File: config.mk
export PLATFORM = sky130hd
export DESIGN_NAME = down_counter_timer
export DESIGN_NICKNAME = d
export VERILOG_FILES = /design/src/rtl/counter_pkg.sv /design/src/rtl/jk_stage.sv /design/src/rtl/down_counter_timer.sv
export SDC_FILE = /design/constraint.sdc
export NUM_CORES = 1
export LEC_CHECK = 0
export CORE_UTILIZATION = 36
export CTS_CLUSTER_SIZE = 10
export DETAILED_ROUTE_END_ITERATION = 10
export GPL_TIMING_DRIVEN = 0
export PLACE_DENSITY_LB_ADDON = 0.05
export SYNTH_ARGS = -nofsm -noshare
export SYNTH_HDL_FRONTEND = slang
export SYNTH_SLANG_ARGS = --single-unit
File: constraint.sdc
create_clock -name clk -period 4.15 [get_ports clk]
set_clock_uncertainty 0.05 [all_clocks]
set_input_delay 1.0375 -clock clk [delete_from_list [all_inputs] [get_ports clk]]
set_output_delay 1.0375 -clock clk [all_outputs]
set_load 0.05 [all_outputs]
File: src/rtl/counter_pkg.sv
// ---------------------------------------------------------------------------
// counter_pkg
//   Shared definitions for the sequential-counter library.
//   - DEFAULT_WIDTH : default counter width used by counter tops.
//   - state_e       : control state of the down-counter/timer (IDLE, RUN).
//   - cnt_op_e      : what the JK counter stages do on the next edge.
// ---------------------------------------------------------------------------
package counter_pkg;

  localparam int DEFAULT_WIDTH = 4;

  typedef enum logic {
    IDLE = 1'b0,
    RUN  = 1'b1
  } state_e;

  // Operation applied to the JK stage array on the next clock edge.
  typedef enum logic [1:0] {
    OP_HOLD = 2'd0,  // J=K=0 on every bit
    OP_DEC  = 2'd1,  // borrow-chain toggles, count - 1
    OP_LOAD = 2'd2   // J=d, K=~d, count <- d
  } cnt_op_e;

endpackage : counter_pkg

File: src/rtl/jk_stage.sv
// ---------------------------------------------------------------------------
// jk_stage
//   One JK flip-flop with synchronous, active-high reset.
//   Ports:
//     clk : clock, state updates on posedge
//     rst : synchronous reset, clears the stage, highest priority
//     j,k : 00 hold, 01 reset, 10 set, 11 toggle
//     q   : registered stage output
// ---------------------------------------------------------------------------
module jk_stage (
  input  logic clk,
  input  logic rst,
  input  logic j,
  input  logic k,
  output logic q
);

  logic bit_q;
  logic bit_d;

  always_comb begin
    unique case ({j, k})
      2'b00:   bit_d = bit_q;
      2'b01:   bit_d = 1'b0;
      2'b10:   bit_d = 1'b1;
      default: bit_d = ~bit_q;
    endcase
  end

  // NOTE: state registers use non-blocking assignments so every flop samples
  // its inputs from before the edge; blocking here would create races.
  always_ff @(posedge clk) begin
    if (rst) begin
      bit_q <= 1'b0;
    end else begin
      bit_q <= bit_d;
    end
  end

  assign q = bit_q;

endmodule : jk_stage

File: src/rtl/down_counter_timer.sv
// ---------------------------------------------------------------------------
// down_counter_timer
//   Programmable down-counter/timer built from JK flip-flop stages. Loads a
//   start value, counts down on enabled cycles and pulses `done` for one
//   cycle at terminal count, then halts (one-shot) or reloads (periodic).
//   Ports:
//     clk         : sole clock, posedge
//     rst         : synchronous active-high reset, highest priority
//     load        : capture load_val into count and reload register
//     load_val    : value captured on load
//     start       : begin counting (only honoured in IDLE with count != 0)
//     en          : count enable; low freezes count and state in RUN
//     auto_reload : 1 periodic, 0 one-shot; sampled at each terminal step
//     q           : current count (JK stage outputs)
//     busy        : registered, high while in RUN
//     done        : registered one-cycle terminal-count pulse
// ---------------------------------------------------------------------------
module down_counter_timer
  import counter_pkg::*;
#(
  parameter int WIDTH = DEFAULT_WIDTH
) (
  input  logic             clk,
  input  logic             rst,
  input  logic             load,
  input  logic [WIDTH-1:0] load_val,
  input  logic             start,
  input  logic             en,
  input  logic             auto_reload,
  output logic [WIDTH-1:0] q,
  output logic             busy,
  output logic             done
);

  // Control registers
  state_e           state_q,  state_d;
  logic [WIDTH-1:0] reload_q, reload_d;
  logic             busy_q,   busy_d;
  logic             done_q,   done_d;

  // Count path: the JK stages hold the count, the FSM picks their operation.
  logic [WIDTH-1:0] cnt_q;
  cnt_op_e          cnt_op;
  logic [WIDTH-1:0] cnt_data;
  logic [WIDTH-1:0] borrow;
  logic [WIDTH-1:0] j_d;
  logic [WIDTH-1:0] k_d;

  // -------------------------------------------------------------------------
  // Borrow chain: bit i flips on a decrement exactly when all lower bits are
  // zero. Bit 0 always flips.
  // -------------------------------------------------------------------------
  assign borrow[0] = 1'b1;

  for (genvar i = 1; i < WIDTH; i++) begin : g_borrow
    assign borrow[i] = ~|cnt_q[i-1:0];
  end

  // -------------------------------------------------------------------------
  // Next-state / next-operation logic
  // -------------------------------------------------------------------------
  // NOTE: every signal written in this block gets a default first, so no
  // path through the case can leave one unassigned and infer a latch.
  always_comb begin
    state_d  = state_q;
    reload_d = reload_q;
    done_d   = 1'b0;
    cnt_op   = OP_HOLD;
    cnt_data = '0;

    unique case (state_q)
      IDLE: begin
        if (load) begin
          // Load beats start when both are present.
          cnt_op   = OP_LOAD;
          cnt_data = load_val;
          reload_d = load_val;
        end else if (start && (cnt_q != '0)) begin
          state_d = RUN;
        end
      end

      RUN: begin
        if (load) begin
          // Abort: reload the counter and return to IDLE without a pulse.
          cnt_op   = OP_LOAD;
          cnt_data = load_val;
          reload_d = load_val;
          state_d  = IDLE;
        end else if (en) begin
          // Terminal step intercepts q=1 so the count never underflows.
          // q=0 cannot occur in RUN; it is folded into the terminal branch
          // so the chain can never wrap even if it did.
          if (cnt_q <= WIDTH'(1)) begin
            done_d = 1'b1;
            cnt_op = OP_LOAD;
            if (auto_reload) begin
              cnt_data = reload_q;
            end else begin
              cnt_data = '0;
              state_d  = IDLE;
            end
          end else begin
            cnt_op = OP_DEC;
          end
        end
      end

      default: begin
        state_d = IDLE;
      end
    endcase

    busy_d = (state_d == RUN);
  end

  // -------------------------------------------------------------------------
  // JK input drive for the requested operation
  // -------------------------------------------------------------------------
  always_comb begin
    j_d = '0;
    k_d = '0;
    unique case (cnt_op)
      OP_DEC: begin
        j_d = borrow;
        k_d = borrow;
      end
      OP_LOAD: begin
        j_d = cnt_data;
        k_d = ~cnt_data;
      end
      default: begin
        j_d = '0;
        k_d = '0;
      end
    endcase
  end

  // -------------------------------------------------------------------------
  // Counter stages
  // -------------------------------------------------------------------------
  for (genvar i = 0; i < WIDTH; i++) begin : g_stage
    jk_stage u_stage (
      .clk (clk),
      .rst (rst),
      .j   (j_d[i]),
      .k   (k_d[i]),
      .q   (cnt_q[i])
    );
  end

  // -------------------------------------------------------------------------
  // Control registers
  // -------------------------------------------------------------------------
  always_ff @(posedge clk) begin
    if (rst) begin
      state_q  <= IDLE;
      reload_q <= '0;
      busy_q   <= 1'b0;
      done_q   <= 1'b0;
    end else begin
      state_q  <= state_d;
      reload_q <= reload_d;
      busy_q   <= busy_d;
      done_q   <= done_d;
    end
  end

  assign q    = cnt_q;
  assign busy = busy_q;
  assign done = done_q;

endmodule : down_counter_timer

**Word-level counts from Yosys, hierarchy flattened**

Index checks and enable logic that the tools add are counted.
Widths: inputs -> output; s select.

- Memories: 0
- Output and inout port bits: 6
- Bits in latches: 0
- Register bits: 10
- Memory bits (writable): 0
- Memory bits (read-only): 0

- Mux-type cells: 26
- $mul: 0
- Magnitude comparators: 1
- Shifts and indexed selects: 0
- $add $sub $neg: 0
- Bitwise gates (word level): 7
- Divide/modulo/power cells: 0
- Equality and inequality tests: 10
- Reductions and logical operators: 12

Operators by type and width:

| operator | count |
|---|---|
| $mux 4 | 6 |
| $pmux 4 s2 | 3 |
| $pmux 1 s3 | 4 |
| $eq 2x1->1 const B | 5 |
| $eq 2x2->1 const B | 5 |
| $logic_not 2->1 | 4 |
| $mux 2 | 4 |
| $mux 1 | 7 |
| $not 1->1 | 6 |
| $le 4x1->1 const B | 1 |
| $not 4->4 | 1 |
| $pmux 2 s2 | 1 |
| $reduce_bool 4->1 | 1 |
| $reduce_or 4->1 | 1 |
| $logic_not 1->1 | 3 |
| $reduce_or 3->1 | 1 |
| $pmux 1 s2 | 1 |
| $reduce_or 2->1 | 1 |
| $logic_and 1x1->1 | 1 |

**Logic depth before layout (Yosys ltp)**

Gate-level depths: netlist of run 1.

- Depth after elaboration: 9
- Mapped depth: 12
- Mapped depth without buffers: 11

**Modules after synthesis**

From an unflattened synthesis of run 1, not the netlist that was laid out.

- Cells, all modules: 90
- Area, all modules: 775.7 um2

Modules (own cells, without submodules):

| module | instances | area an instance (um2) | sequential area each (um2) | cells an instance |
|---|---|---|---|---|
| down_counter_timer | 1 | 470.5 | 120.1 | 54 |
| jk_stage | 4 | 76.3 | 20.0 | 9 |

**Worst setup path after synthesis of run 1**

Ideal clock, no wire load.

- Path kind: in2reg
- Start: input port load
- End: register g_stage[3].u_stage.bit_q
- Library setup time: 0.127 ns
- Setup slack: 0.813 ns
- Stages on the path: 12
- Path buffers: 2
- Arrival: 3.159 ns
- Data required time: 3.973 ns
- Cell sequence: clkbuf_1 > a31oi_1 > inv_1 > ha_1 > or3b_1 > buf_2 > nor3_2 > a21oi_1 > ha_1 > nor3b_1 > a221oi_1 > nor2_1

- Cells in the longest elaborated chain, start to end: 6
- Elaborated cells between the ends (all ways): 15
- Classes of those cells: eq/ne (4); mux (9); bitwise (1); reduce/logical (1)

RTL lines:

| element | line | RTL |
|---|---|---|
| start, declared | down_counter_timer.sv:25 | `input logic load,` |
| $mux 2, or another cell as far along | down_counter_timer.sv:84 | `if (load) begin` |
| $pmux 2 s2 or $pmux 4 s2 (tied branches) | down_counter_timer.sv:71 | `unique case (state_q)` |
| $eq 2x2->1, or another cell as far along | down_counter_timer.sv:123 | `unique case (cnt_op)` |
| $pmux 4 s2 | down_counter_timer.sv:123 |  |
| $eq 2x2->1, or another cell as far along | jk_stage.sv:22 | `unique case ({j, k})` |
| $pmux 1 s3 | jk_stage.sv:22 |  |
| end signal, assigned | jk_stage.sv:36 | `bit_q <= bit_d;` |
| end, declared | jk_stage.sv:18 | `logic bit_q;` |

Parallel ways exist; a longest one is shown, timed or not.
A chain may end at the register's enable or synchronous reset.

**Final worst setup path of run 1**

- Start: input port en
- End: register g_stage[3].u_stage.bit_q

- Cells in the longest elaborated chain, start to end: 7
- Elaborated cells between the ends (all ways): 15
- Classes of those cells: eq/ne (4); mux (9); bitwise (1); reduce/logical (1)

RTL lines:

| element | line | RTL |
|---|---|---|
| start, declared | down_counter_timer.sv:28 | `input logic en,` |
| $mux 2 or $mux 4 (tied branches) | down_counter_timer.sv:90 | `end else if (en) begin` |
| $mux 2 or $mux 4 (tied branches) | down_counter_timer.sv:84 |  |
| $pmux 2 s2 or $pmux 4 s2 (tied branches) | down_counter_timer.sv:71 |  |
| $eq 2x2->1, or another cell as far along | down_counter_timer.sv:123 |  |
| $pmux 4 s2 | down_counter_timer.sv:123 |  |
| $eq 2x2->1, or another cell as far along | jk_stage.sv:22 |  |
| $pmux 1 s3 | jk_stage.sv:22 |  |

Parallel ways exist; a longest one is shown, timed or not.

==> results of run 1 <==
-- per-layer routing --
metal,global-route usage [%],vias up
met4,5.14,0
met2,25.8,13
met3,5.77,2
met1,20.5,316
met5,0,-
li1,-,355
-- cell usage after synthesis (2+ instances only) --
| cell | instances | area [µm²] |
|---|---|---|
| o22ai_1 | 2 | 12.5 |
| inv_1 | 6 | 22.5 |
| a211oi_1 | 2 | 15.0 |
| and2_1 | 3 | 18.8 |
| a21oi_1 | 7 | 35.0 |
| ha_1 | 8 | 100 |
| nand2_1 | 6 | 22.5 |
| nand2b_1 | 2 | 12.5 |
| a41oi_1 | 3 | 26.3 |
| and3b_1 | 2 | 17.5 |
| buf_4 | 4 | 30.0 |
| a31oi_1 | 3 | 18.8 |
| nor3_1 | 3 | 15.0 |
| nor2_1 | 9 | 33.8 |
| dfxtp_1 | 10 | 200 |
| a221oi_1 | 2 | 17.5 |
-- worst max path at each step --
stage,to,from,slack (ps)
4_1_cts,g_stage[3].u_stage.q$_SDFFE_PP0P_,en,440
2_1_floorplan,g_stage[3].u_stage.q$_SDFFE_PP0P_,load,810
3_3_place_gp,g_stage[3].u_stage.q$_SDFFE_PP0P_,en,170
3_5_place_dp,g_stage[3].u_stage.q$_SDFFE_PP0P_,load,150
6_report,g_stage[3].u_stage.q$_SDFFE_PP0P_,en,440
5_1_grt,g_stage[3].u_stage.q$_SDFFE_PP0P_,load,210
-- logic make-up (layout without fill, tap and decap cells) --
| group | Yosys count | count (layout) |
|---|---|---|
| mux | 1 | 1 |
| compound gates | 26 | 26 |
| fa+ha+maj | 8 | 8 |
| simple gates | 31 | 31 |
| flops | 10 | 10 |
| buf+inv | 13 | 31 |
-- critical path, cell delays in order --
cell             delay, ps
clkdlybuf4s50_1        520
and3b_1                290
nand2b_1               120
ha_1                   370
or3b_1                 350
buf_2                  170
nor3_2                 150
a21oi_1                 90
ha_1                   320
nor3b_1                140
a221oi_1               200
nor2_1                  60
-- registers in the layout (all words and copies together) (netlist names) --
name and cells:
g_stage.u_stage.q 4, reload_q 4, done 1, busy 1
-- cells in the final DEF, fill, tap and decap left out, types with 2 or more instances in the layout --
cell,instances
a211oi_1,2
a21oi_1,7
a221oi_1,2
a31oi_1,3
a41oi_1,3
and2_1,3
and3b_1,2
buf_4,4
clkbuf_4,3
clkdlybuf4s50_1,14
dfxtp_1,10
ha_1,8
inv_1,6
nand2_1,6
nand2b_1,2
nor2_1,9
nor3_1,3
o22ai_1,2
-- per-stage QoR --
step           setup slack [ps]  util, %
2_1_floorplan               813        -
3_3_place_gp                169     49.6
3_5_place_dp                151     49.6
4_1_cts                     438     51.5
5_1_grt                     215     51.5
6_report                    437     51.5
-- final cells by class --
class,count,area (µm²)
plain buffers,7,42.5
clock buffers,4,36.3
fillers,189,882
inverters,6,22.5
multi-input cells,66,465
flip-flops and latches,10,200
well taps,25,31.3
repair buffers,14,140
-- power groups by stage --
stage / Combinational [µW] / Sequential, µW / Clock (µW)
after global routing: 91.4 / 113 / 100
after detailed placement: 83.0 / 114 / 0
after floorplan: 56.5 / 114 / 0
final: 82.7 / 111 / 92.6
after global placement: 82.1 / 114 / 0
after CTS: 83.1 / 111 / 96.5
==> out/results.ini, run 1 <==
[clock_network]
cts_max_level=1
tritoncts=done
root_buffer=clkbuf_4
cts_resized=0
cts_hold_buf=0
cts_setup_buffers=0
clock-sinks=10
path_clk_slew_ps=70
insertion_delay_ps=270
clockBufferDepth=2
cts_buffers=3

[yosys]
synth_mux_area_share_pct=1.37
synthCells=89
synthArstFlopShare_pct=0
syn_area_um2=731
ys_seq_area_share_pct=27.4
synth.ff_latch_count=10
synth_fa_ha_area_share_pct=13.7
synth.distinct_cells=33
yosys_warnings=0
synth-simple-area-share_pct=24.0
synth-compound-area-share_pct=24.7
synth_flop_cell=dfxtp_1
synthesis.area_per_instance_um2=8.21
synth_nets=107
synth_edf_count=0
synthXorXnorAreaFrac_pct=0
synth_top_family_by_area=compound AO/OA/AOI/OAI gates

[run]
cap_violations=0

[critical_path]
reg2reg_slack_ps=1180
reg2reg_from=g_stage[1].u_stage.q$_SDFFE_PP0P_
r2r_cells=12
r2r_end=g_stage[3].u_stage.q$_SDFFE_PP0P_
cp_max_fo=7
cp-start-kind=input port
worstSetupPathType=in2reg
crit_path_end_kind=flip-flop
cp.required_ps=4250
crit_arrival_ps=3810

[routing]
drc_errors=0
via_count=686
wl_mm=1.46
wl_met1_um=732
drt_iter0_drc=7
wl_met3_um=60
drtPass1Iterations=4
ant_nets=0
wl_met2_um=657
top_layer=met4
viasPerCell=5.20
routedWlPerCell_um=11.1

[global_routing]
grt_antenna_before_repair=0
gr-total-overflow=0
grt_use_total_pct=16.2
first_global_vias=577
grt_pass1_wl_mm=2.46
grt_max_degree=11

[floorplanning]
die_h_um=47.1
rows=15
coreArea_mm2=0.00182
start_util_pct=40.1
die_width_um=47.1
ios=16
dieArea_mm2=0.00221

[layout]
instances_no_fill=132
drive_gt1_share_pct=10.3
fin_nets=126
final_area_um2=938
antennaDiodeCount=0
area_delta_synth_final_pct=28.4

[timing]
period_share_pct=89.5
final.min_clock_period_ps=3710
slew_headroom_pct=65.9
setup_viol=0
clock.fmax_mhz=269
rsz0062_at_grt=no
setup_tns_ps=0
final_hold_viol_count=0
hold_slack_ps=426
tightest_slew_ps=511
final_max_slew_viol_count=0

[worst_hold_path]
min_from=reload_q[2]$_SDFFE_PP0P_
worstHoldPathCells=2
hold_class=reg2reg
min_to=reload_q[2]$_SDFFE_PP0P_

[power_and_ir_drop]
power.total_uw=287
switching_power_uw=93.3
ir_drop_uv=178
seq_power_share_pct=38.8
combPwrFrac_pct=28.8
switching_share_pct=32.5
p_leak_uw=0.000389
p_int_uw=193
powerDensity_mw_per_mm2=305
power_frac_clock_pct=32.3

[placement]
io_buffers=14
finalWeightedCongestion=0.750
place_area_um2=902
dp_hpwl_mm=1.13
numPlacedInstances=128

[run_status]
status=finished clean

No activity file was read; power rests on OpenSTA's default activity.
==> run 2: changes to the inputs <==
SYNTH_HIERARCHICAL = 1   (was default)
clock period = 3.5 ns   (was 4.15 ns; I/O delays follow)
==> run 2 against run 1 <==
Compared with the run above: synthesized area rose by 6.2%; critical path depth fell by 1; setup slack got worse by 250 ps; via count rose by 2.9%; largest power group unchanged.
==> out/results.ini, run 2 <==
[run_status]
status=finished clean

[routing]
wl_mm=1.63
top_layer=met4
drc_errors=0
drt_iter0_drc=4
viasPerCell=5.15
drtPass1Iterations=4
routedWlPerCell_um=11.9
wl_met1_um=774
via_count=706
ant_nets=0
wl_met2_um=730
wl_met3_um=114

[placement]
dp_hpwl_mm=1.21
place_area_um2=960
finalWeightedCongestion=0.706
io_buffers=15
dp_slack_ps=-518

[power_and_ir_drop]
powerDensity_mw_per_mm2=327
switching_share_pct=31.8
combPwrFrac_pct=29.3
switching_power_uw=108
power.total_uw=339
p_leak_uw=0.000422
p_int_uw=231
ir_drop_uv=202
seq_power_share_pct=39.0
power_frac_clock_pct=31.7

[layout]
antennaDiodeCount=0
drive_gt1_share_pct=14.5
utilization_pct=51.7
area_delta_synth_final_pct=33.5
layout_commonest_cell=clkdlybuf4s50_1
fin_nets=132
final_cell_mix=clkdlybuf4s50_1, inv_1, ha_1, dfxtp_1
final_area_mm2=0.00104

[global_routing]
grt_max_degree=11
grt_antenna_before_repair=0
gr-total-overflow=0
first_global_vias=627
grt_pass1_wl_mm=2.84
grt_use_total_pct=16.1

[critical_path]
crit_arrival_ps=3460
slowest_stage=or2_2
cp-start-kind=input port
reg2reg_slack_ps=590
cp_max_fo=10
crit_path_end_kind=flip-flop
path_cells=dlygate4sd2_1 > buf_2 > or2_2 > ha_4 > nand2b_4 > or3_4 > a21bo_1 > inv_1 > ha_1 > or3_1 > a31oi_1
cp.required_ps=3650
worstSetupPathType=in2reg
critPathMaxStageDelay_ps=350
path_buf_inv=3
crit_family=simple AND/OR/NAND/NOR gates

[timing]
worst_slack_ps=191
setup_tns_ps=0
final.min_clock_period_ps=3310
rsz0062_at_grt=no
final_hold_viol_count=0
setup_viol=0
tightest_slew_ps=491
period_share_pct=94.5
slew_headroom_pct=67.2
final_max_slew_viol_count=0
clock.fmax_mhz=302

[yosys]
synth_edf_count=0
synth_nets=111
ys_seq_area_share_pct=25.8
synth.most_common_cell=ha_1
syn_area_um2=776
yosys_warnings=6
synthCells=90
synth.ff_latch_count=10
yosysTopAreaCell=dfxtp_1
synth_commonest_cells=ha_1, dfxtp_1, inv_1
synthArstFlopShare_pct=0
synth.distinct_cells=30
synthesis.area_per_instance_um2=8.62
synth_top_area_share_pct=25.8
synth_flop_cell=dfxtp_1
synth.area.top_cells=dfxtp_1, ha_1, inv_1

[clock_network]
tritoncts=done
insertion_delay_ps=270
cts_max_level=1
cts_hold_buf=0
clock-sinks=10
cts_buffers=3
path_clk_slew_ps=80
root_buffer=clkbuf_4
clockBufferDepth=2

[floorplanning]
dieArea_mm2=0.00234
start_util_pct=38.8
die_h_um=48.4
die_width_um=48.4
coreArea_mm2=0.00200
rows=16
ios=16

[run]
cap_violations=0

[worst_hold_path]
hold_class=reg2reg

run 2: final timing paths:
| path | from | to | depth (start not counted) |
|---|---|---|---|
| worst min register to register | reload_q[3]$_SDFFE_PP0P_ | reload_q[3]$_SDFFE_PP0P_ | 2 |
| worst max-delay path | load | g_stage[2].u_stage/q$_SDFFE_PP0P_ | 11 |
| worst min-delay path | reload_q[3]$_SDFFE_PP0P_ | reload_q[3]$_SDFFE_PP0P_ | 2 |
| worst max register to register | g_stage[3].u_stage/q$_SDFFE_PP0P_ | g_stage[2].u_stage/q$_SDFFE_PP0P_ | 11 |
run 2: worst register-to-register path, delay by kind of cell (launching register included):
kind                     cells  cell delay [ps]
AO/OA/AOI/OAI                2              330
adder cells (fa/ha/maj)      2              490
buffers and inverters        1               40
flip-flops                   1              390
AND/OR/NAND/NOR              6             1540
run 2: kinds of logic after synthesis:
family	Yosys count	synth area share [%]
simple gates	36	29.7
fa+ha+maj	11	17.7
mux	1	1.29
flops	10	25.8
compound gates	21	20.0
buf+inv	11	5.48
run 2: cell type report:
cell class                      instances  area, µm²
Buffer                                  1       5.00
Inverter                               10       37.5
Timing Repair Buffer                   16        159
Multi-Input combinational cell         69        564
Sequential cell                        10        200
Tap cell                               27       33.8
Clock buffer                            4       36.3
Fill cell                             200        966
run 2: what timing repair did:
item / CTS / global route
setup endpoints to repair: 2 / 2
setup buffers: 0 / 1
pin swaps: 0 / 2
resized for setup: 6 / 1
run 2: power groups by stage:
stage,Clock (µW),Sequential (µW),Combinational (µW)
finish,107,132,99.4
global route,119,134,110
CTS,111,133,99.8
detailed placement,0,135,97.5
global placement,0,134,95.6
floorplan,0,150,47.4
run 2: metrics by stage:
step / instances / hold slack (ps)
after floorplan: 90 / 384
after global placement: 132 / 403
after detailed placement: 132 / 412
after CTS: 136 / 423
after global routing: 137 / 452
final: 137 / 416
run 2: layer usage:
layer,track usage [%],vias to the layer above
li1,-,365
met1,21.0,314
met2,24.4,25
met3,6.60,2
met4,4.41,0
met5,0,-
